File: config.mk
export PLATFORM = sky130hd
export DESIGN_NAME = sonic_pcs_rx_st_packet_arbiter
export DESIGN_NICKNAME = d
export VERILOG_FILES = /design/src/rtl/sonic_pcs_rx_st_packet_arbiter.sv
export SDC_FILE = /design/constraint.sdc
export NUM_CORES = 1
export LEC_CHECK = 0
export CAP_MARGIN = 20
export CORE_AREA = 5 5 88 90
export DETAILED_ROUTE_END_ITERATION = 12
export DIE_AREA = 0 0 93 95
export PLACE_DENSITY = 0.84
export SETUP_SLACK_MARGIN = 0.15
export SYNTH_ARGS = -nofsm -noshare
export SYNTH_HDL_FRONTEND = slang
export SYNTH_SLANG_ARGS = --single-unit
File: constraint.sdc
create_clock -name clk -period 3.9 [get_ports clk]
set_input_delay 0.975 -clock clk [delete_from_list [all_inputs] [get_ports clk]]
set_output_delay 0.975 -clock clk [all_outputs]
set_load 0.01 [all_outputs]
File: src/rtl/sonic_pcs_rx_st_packet_arbiter.sv
// Packet-granular round-robin arbiter sharing one Avalon-ST RX stream between NUM_IN sources.
// Define SONIC_RX_ARB_WATCHDOG_EN to build in the stall watchdog that drives timeout_err.
module sonic_pcs_rx_st_packet_arbiter #(
  parameter int DATA_W         = 72,
  parameter int NUM_IN         = 2,
  parameter int GRANT_W        = 2,
  parameter int TIMEOUT_CYCLES = 1024
) (
  input  logic                     clk,
  input  logic                     reset_n,
  input  logic [NUM_IN*DATA_W-1:0] in_data,
  input  logic [NUM_IN-1:0]        in_valid,
  input  logic [NUM_IN-1:0]        in_startofpacket,
  input  logic [NUM_IN-1:0]        in_endofpacket,
  output logic [NUM_IN-1:0]        in_ready,
  output logic [DATA_W-1:0]        out_data,
  output logic                     out_valid,
  output logic                     out_startofpacket,
  output logic                     out_endofpacket,
  input  logic                     out_ready,
  output logic [GRANT_W-1:0]       grant_id,
  output logic                     busy,
  output logic                     protocol_err,
  output logic                     timeout_err
);
  localparam int SLOTS = 1 << GRANT_W;

  typedef enum logic {IDLE, BUSY} state_t;

  state_t             state_reg;
  logic [GRANT_W-1:0] grant_reg;
  logic               perr_reg;

  logic [DATA_W-1:0]  data_slot [SLOTS];
  logic [SLOTS-1:0]   valid_slot;
  logic [SLOTS-1:0]   sop_slot;
  logic [SLOTS-1:0]   eop_slot;
  logic [SLOTS-1:0]   req_slot;
  logic [SLOTS-1:0]   ready_slot;
  logic [NUM_IN-1:0]  stray_vec;
  logic [NUM_IN-1:0]  stray_pick;
  logic [GRANT_W-1:0] win_idx;
  logic [GRANT_W-1:0] cand;
  logic               any_req;
  logic               in_busy;
  logic               accept;
  logic               wd_fire;

  if (NUM_IN < 2 || NUM_IN > 4 || SLOTS < NUM_IN || TIMEOUT_CYCLES < 1 || TIMEOUT_CYCLES > 65536) begin : g_bad_cfg
    $error("sonic_pcs_rx_st_packet_arbiter: unsupported parameter set");
  end

  // Pad the per-source views to a power of two so grant_reg can index them directly.
  genvar gi;
  generate
    for (gi = 0; gi < SLOTS; gi++) begin : g_slot
      if (gi < NUM_IN) begin : g_used
        assign data_slot[gi]  = in_data[gi*DATA_W +: DATA_W];
        assign valid_slot[gi] = in_valid[gi];
        assign sop_slot[gi]   = in_startofpacket[gi];
        assign eop_slot[gi]   = in_endofpacket[gi];
      end else begin : g_pad
        assign data_slot[gi]  = '0;
        assign valid_slot[gi] = 1'b0;
        assign sop_slot[gi]   = 1'b0;
        assign eop_slot[gi]   = 1'b0;
      end
    end
  endgenerate

  assign req_slot   = valid_slot & sop_slot;
  assign any_req    = |req_slot;
  assign stray_vec  = in_valid & ~in_startofpacket;
  assign stray_pick = stray_vec & (~stray_vec + NUM_IN'(1));
  assign in_busy    = (state_reg == BUSY);
  assign accept     = in_busy & valid_slot[grant_reg] & out_ready;

  // Walk the ring backwards so the nearest requester after the last grant wins.
  always_comb begin
    win_idx = grant_reg;
    cand    = grant_reg;
    for (int k = NUM_IN; k >= 1; k--) begin
      cand = GRANT_W'((int'(grant_reg) + k) % NUM_IN);
      if (req_slot[cand]) win_idx = cand;
    end
  end

  always_comb begin
    ready_slot = '0;
    if (in_busy) ready_slot[grant_reg] = out_ready;
    if (!reset_n)
      in_ready = '0;
    else if (in_busy)
      in_ready = ready_slot[NUM_IN-1:0];
    else if (any_req)
      in_ready = '0;
    else
      in_ready = stray_pick;
  end

  assign out_data          = data_slot[grant_reg];
  assign out_valid         = in_busy & valid_slot[grant_reg];
  assign out_startofpacket = in_busy & sop_slot[grant_reg];
  assign out_endofpacket   = in_busy & eop_slot[grant_reg];
  assign grant_id          = grant_reg;
  assign busy              = in_busy;
  assign protocol_err      = perr_reg;

`ifdef SONIC_RX_ARB_WATCHDOG_EN
  logic [15:0] stall_cnt_reg;
  logic        timeout_reg;

  assign wd_fire = in_busy && !accept && (stall_cnt_reg == 16'(TIMEOUT_CYCLES - 1));

  always_ff @(posedge clk) begin
    if (!reset_n) begin
      stall_cnt_reg <= '0;
      timeout_reg   <= 1'b0;
    end else begin
      timeout_reg <= wd_fire;
      if (!in_busy || accept || wd_fire)
        stall_cnt_reg <= '0;
      else
        stall_cnt_reg <= stall_cnt_reg + 16'd1;
    end
  end

  assign timeout_err = timeout_reg;
`else
  assign wd_fire     = 1'b0;
  assign timeout_err = 1'b0;
`endif

  always_ff @(posedge clk) begin
    if (!reset_n) begin
      state_reg <= IDLE;
      grant_reg <= GRANT_W'(NUM_IN - 1);
      perr_reg  <= 1'b0;
    end else begin
      perr_reg <= 1'b0;
      if (state_reg == IDLE) begin
        if (any_req) begin
          state_reg <= BUSY;
          grant_reg <= win_idx;
        end else if (|stray_vec) begin
          perr_reg <= 1'b1;
        end
      end else if ((accept && eop_slot[grant_reg]) || wd_fire) begin
        state_reg <= IDLE;
      end
    end
  end
endmodule
==> flow_summary.ini, run 1 <==
[run_status]
outcome = completed

[synthesis]
synthDistinctLibCells = 20
ys_seq_area_frac = 0.0510
synth_xor_area_frac = 0
syn_avg_cell_area_um2 = 10.6
synth.top_cell.area_share = 0.516
synth_seq_cells = 3
synth_area_leader_cell = mux2_2
ys_top_cells_by_area = mux2_2, mux2_4, dfxtp_1
yosysWarnings = 0
synth_compound_area_frac = 0.0403
synth_top_family_by_area = multiplexers
muxShareOfSynthArea = 0.771
syn_area_mm2 = 0.00118
syn-instance-count = 111
synth-simple-area-share = 0.0594
yosys.area_share.adder = 0

[detailed_routing]
drt_iter0_markers = 5
first_pass_iters = 4
viasPerCell = 4.27
antenna_left = 0
wl_per_cell_um = 16.1
num_vias = 1792
totalWireLength_um = 6760
route.detailed.drc = 0

[clock_network]
clk_pin_slew_ns = 0.03
cts_tree = done
post-cts-setup-buffers = 0
root_buffer = clkbuf_8
cts_resized = 0
cts_sinks = 3
cts.path.max_buffers = 2
numCtsBuffers = 3
clk_latency_ns = 0.22
cts.htree.levels = 1
hold_buffers = 0

[power]
p_per_area_mw_per_mm2 = 165
fin_total_pwr_mw = 0.595
ir_drop_v = 0.000148
p_leak_nw = 1.43

[worst_setup_path]
r2r_start = grant_id[0]
ff2ff_setup_slack_ns = 2.67
path_class = input port to output pin
cp_max_fo = 6
reg2reg_to = busy
arrival_ns = 2.61
cp-end-kind = output pin
worst-r2r-cell-count = 3
critPathLaunchType = input port
critPathRequiredTime_ns = 2.92

[flow_run]
drv_cap = 0

[global_route]
grt_overflow_total = 0
grt_util_all_layers = 0.137
grt_pass1_wl_um = 9630
antenna_found_initial = 0
grt_max_degree = 43
grt_pass1_vias = 1960

[min_path]
hold_end = grant_id[0]
min_path_cells = 1
hp-start = busy
min_path_type = flop to flop

[die]
core_mm2 = 0.00698
die_height_um = 95
pin_count = 235
dieArea_mm2 = 0.00884
die_x_um = 93
initial_core_util = 0.169
fp-row-count = 31

[finish]
fin_nets = 492
layout_common_cells = clkdlybuf4s50_1, mux2_2, mux2_4, nand2_1, nor2b_1
syn_to_final_growth_pct = 205
mostFrequentLayoutCell = clkdlybuf4s50_1
drive_gt1_frac = 0.231
diodes = 0
fin_area_mm2 = 0.00359

[place]
dp_hpwl_um = 6000
placed_area_mm2 = 0.00355
gp_congestion = 0.741
portBuffers = 232

[timing]
clock.fmax_ghz = 0.279
finalSetupViolCount = 0
rsz0062_at_grt = no
fin_crit_sh = 0.920
hold_violations = 0
drv_slew = 0
final.setup.tns_ns = 0
period_needed_ns = 3.59
fin_skew_ns = 0.00139
holdWs_ns = 0.727
[cell families (layout without fill, tap and decap cells)]
family,count (synthesis),in the layout
AOI/OAI and AO/OA,7,7
buffers and inverters,12,238
DFF,3,3
muxes,75,75
other,1,2
and+or+nand+nor,13,13
[stage by stage]
stage	utilization	instances	setup WS, ns
after floorplan	-	112	1.43
after global placement	0.508	416	0.439
after detailed placement	0.508	416	0.354
after CTS	0.515	420	0.313
after global routing	0.515	420	0.231
final	0.515	420	0.311
[Yosys cell counts]
library cell and n:
a21oi_1 1, a221o_1 1, a31oi_1 1, buf_2 5, buf_4 2, buf_6 4, clkbuf_1 1, conb_1 1
dfxtp_1 3, mux2_2 54, mux2_4 18, mux2i_1 3, nand2_1 4, nor2_1 3, nor2b_1 4, nor4b_1 1
nor4bb_1 1, o21a_1 1, o21ai_0 2, o311ai_0 1
[worst max-delay path by stage]
stage | cells past startpoint | from | endpoint
after floorplan | 3 | in_valid[0] | in_ready[1]
after global placement | 5 | in_valid[0] | in_ready[1]
after detailed placement | 5 | in_valid[0] | in_ready[1]
after CTS | 5 | in_valid[0] | in_ready[1]
after global routing | 5 | in_valid[0] | in_ready[1]
final | 5 | in_valid[0] | in_ready[1]
[metal layers]
layer,track usage,share of wire,vias up
met4,0.0293,0.0072,0
met2,0.279,0.55,117
met1,0.127,0.32,805
met5,0,0,-
li1,-,-,864
met3,0.0518,0.13,6
[layout make-up]
class / instances / area, um^2
Sequential cell: 3 / 63.8
Multi-Input combinational cell: 97 / 1030
Tap cell: 82 / 103
Clock buffer: 4 / 45.0
Timing Repair Buffer: 234 / 2350
Fill cell: 637 / 3390
[state kept, by name, summed over array words and instances, names as in the netlist]
register	count
protocol_err	1
grant_id	1
busy	1
[where the power goes]
group          internal, mW  switching [mW]  total, mW
Sequential           0.0332          0.0103     0.0435
Clock                0.0699          0.0221     0.0920
Combinational         0.329           0.130      0.459
[worst max-delay path, stage by stage]
cell	delay, ns
clkdlybuf4s50_1	0.51
nor4b_1	0.36
a31oi_1	0.08
nor2b_1	0.15
clkdlybuf4s50_1	0.55
No activity file was read; power rests on OpenSTA's default activity.
==> inputs of run 2 (changes only) <==
Settings changed: CORE_AREA 5 5 88 90 to 2 2 90 92, DIE_AREA 0 0 93 95 to 0 0 92 94, PLACE_DENSITY 0.84 to 0.65.
==> flow_summary.ini, run 2 (same netlist as run 1, synthesis figures left out) <==
[timing]
fin_skew_ns = 0.000558
hold_violations = 0
rsz0062_at_grt = no
final.setup.tns_ns = 0
fin_crit_sh = 0.912
tightest_slew_ns = 0.543
holdWs_ns = 0.742
period_needed_ns = 3.56
finalSetupViolCount = 0
clock.fmax_ghz = 0.281
fin_ws_ns = 0.343
drv_slew = 0
slew-limit-headroom = 0.638

[finish]
drive_gt1_frac = 0.228
fill_cells = 717
layout_common_cells = clkdlybuf4s50_1, mux2_2, mux2_4, nand2_1, nor2b_1
fin_nets = 491
fin_area_mm2 = 0.00361
diodes = 0
mostFrequentLayoutCell = clkdlybuf4s50_1
syn_to_final_growth_pct = 206

[worst_setup_path]
ff2ff_setup_slack_ns = 2.60
cp_max_fo = 6
cp-end-kind = output pin
critPathRequiredTime_ns = 2.92
worst-r2r-cell-count = 3
path_class = input port to output pin
r2r_start = grant_id[0]
critPathLaunchType = input port
arrival_ns = 2.58
reg2reg_to = busy

[detailed_routing]
first_pass_iters = 4
totalWireLength_um = 6270
num_vias = 1770
wl_per_cell_um = 14.3
viasPerCell = 4.03
route.detailed.drc = 0
antenna_left = 0
drt_iter0_markers = 17

[clock_network]
cts_sinks = 3
cts.path.max_buffers = 2
numCtsBuffers = 3
clk_pin_slew_ns = 0.03
cts.htree.levels = 1
cts_tree = done
clk_latency_ns = 0.21
hold_buffers = 0
cts_resized = 0
root_buffer = clkbuf_8
post-cts-setup-buffers = 0

[power]
pwr-share-comb = 0.769
p_leak_nw = 1.43
switching_share = 0.267
p_per_area_mw_per_mm2 = 163
switchingPower_mw = 0.157
p_clk_frac = 0.151
ir_drop_v = 0.000180
p_int_mw = 0.431
seqPwrFrac = 0.080

[global_route]
grt_max_degree = 47
grt_util_all_layers = 0.127
antenna_found_initial = 0
grt_pass1_wl_um = 8910
grt_use_met3 = 0.0289
grt_overflow_total = 0
grt_pass1_vias = 1736
busiest_layer = met2
use_met2 = 0.264
grt.met1_usage = 0.126

[min_path]
hp-start = busy
min_path_cells = 1
min_path_type = flop to flop
hold_end = grant_id[0]

[flow_run]
drv_cap = 0

[die]
initial_core_util = 0.155
core_mm2 = 0.00761
fp-row-count = 32
dieArea_mm2 = 0.00865
pin_count = 235
die_x_um = 92
die_height_um = 94

[place]
gp_congestion = 0.733
placed_area_mm2 = 0.00357
dpl_worst_slack_ns = 0.369
dp_hpwl_um = 5330
portBuffers = 232

[run_status]
outcome = completed
run 2: cell types whose count changed in the layout (fill, tap and decap cells not counted), sizes merged:
| cell | change |
|---|---|
| buf | -1 |
run 2: critical path, stage by stage:
cell,delay (ns)
clkdlybuf4s50_1,0.48
nor4b_1,0.37
a31oi_1,0.07
nor2b_1,0.14
clkdlybuf4s50_1,0.54
run 2: layer usage:
| layer | share of wire | vias to the layer above |
|---|---|---|
| met5 | 0 | - |
| met4 | 0.0086 | 0 |
| met3 | 0.092 | 4 |
| met2 | 0.54 | 111 |
| met1 | 0.36 | 789 |
| li1 | - | 866 |
run 2: power groups by stage:
stage               Sequential (mW)  Clock [mW]  Combinational [mW]
global placement             0.0471           0               0.451
detailed placement           0.0474           0               0.454
CTS                          0.0470      0.0919               0.457
floorplan                    0.0359           0               0.168
global route                 0.0481      0.0944               0.477
finish                       0.0468      0.0890               0.452
run 2: area by class of cell:
type / instances / area (um^2) / area share
Timing Repair Buffer: 233 / 2340 / 0.648
Multi-Input combinational cell: 97 / 1030 / 0.286
Tap cell: 102 / 128 / 0.0353
Sequential cell: 3 / 63.8 / 0.0177
Clock buffer: 4 / 45.0 / 0.0125
run 2: worst max path at each step:
stage                           start     endpoint  slack (ns)  cells past startpoint
after floorplan           in_valid[0]  in_ready[1]        1.43                      3
after global placement    in_valid[0]  in_ready[1]        0.38                      5
after detailed placement  in_valid[0]  in_ready[1]        0.37                      5
after CTS                 in_valid[0]  in_ready[1]        0.35                      5
after global routing      in_valid[1]  in_ready[1]        0.28                      5
final                     in_valid[0]  in_ready[1]        0.34                      5
run 2: through the flow:
stage	total power, mW	instances	utilization
after CTS	0.596	439	0.475
final	0.588	439	0.475
after global routing	0.619	439	0.475
after floorplan	0.204	112	-
after detailed placement	0.501	435	0.469
after global placement	0.499	435	0.469
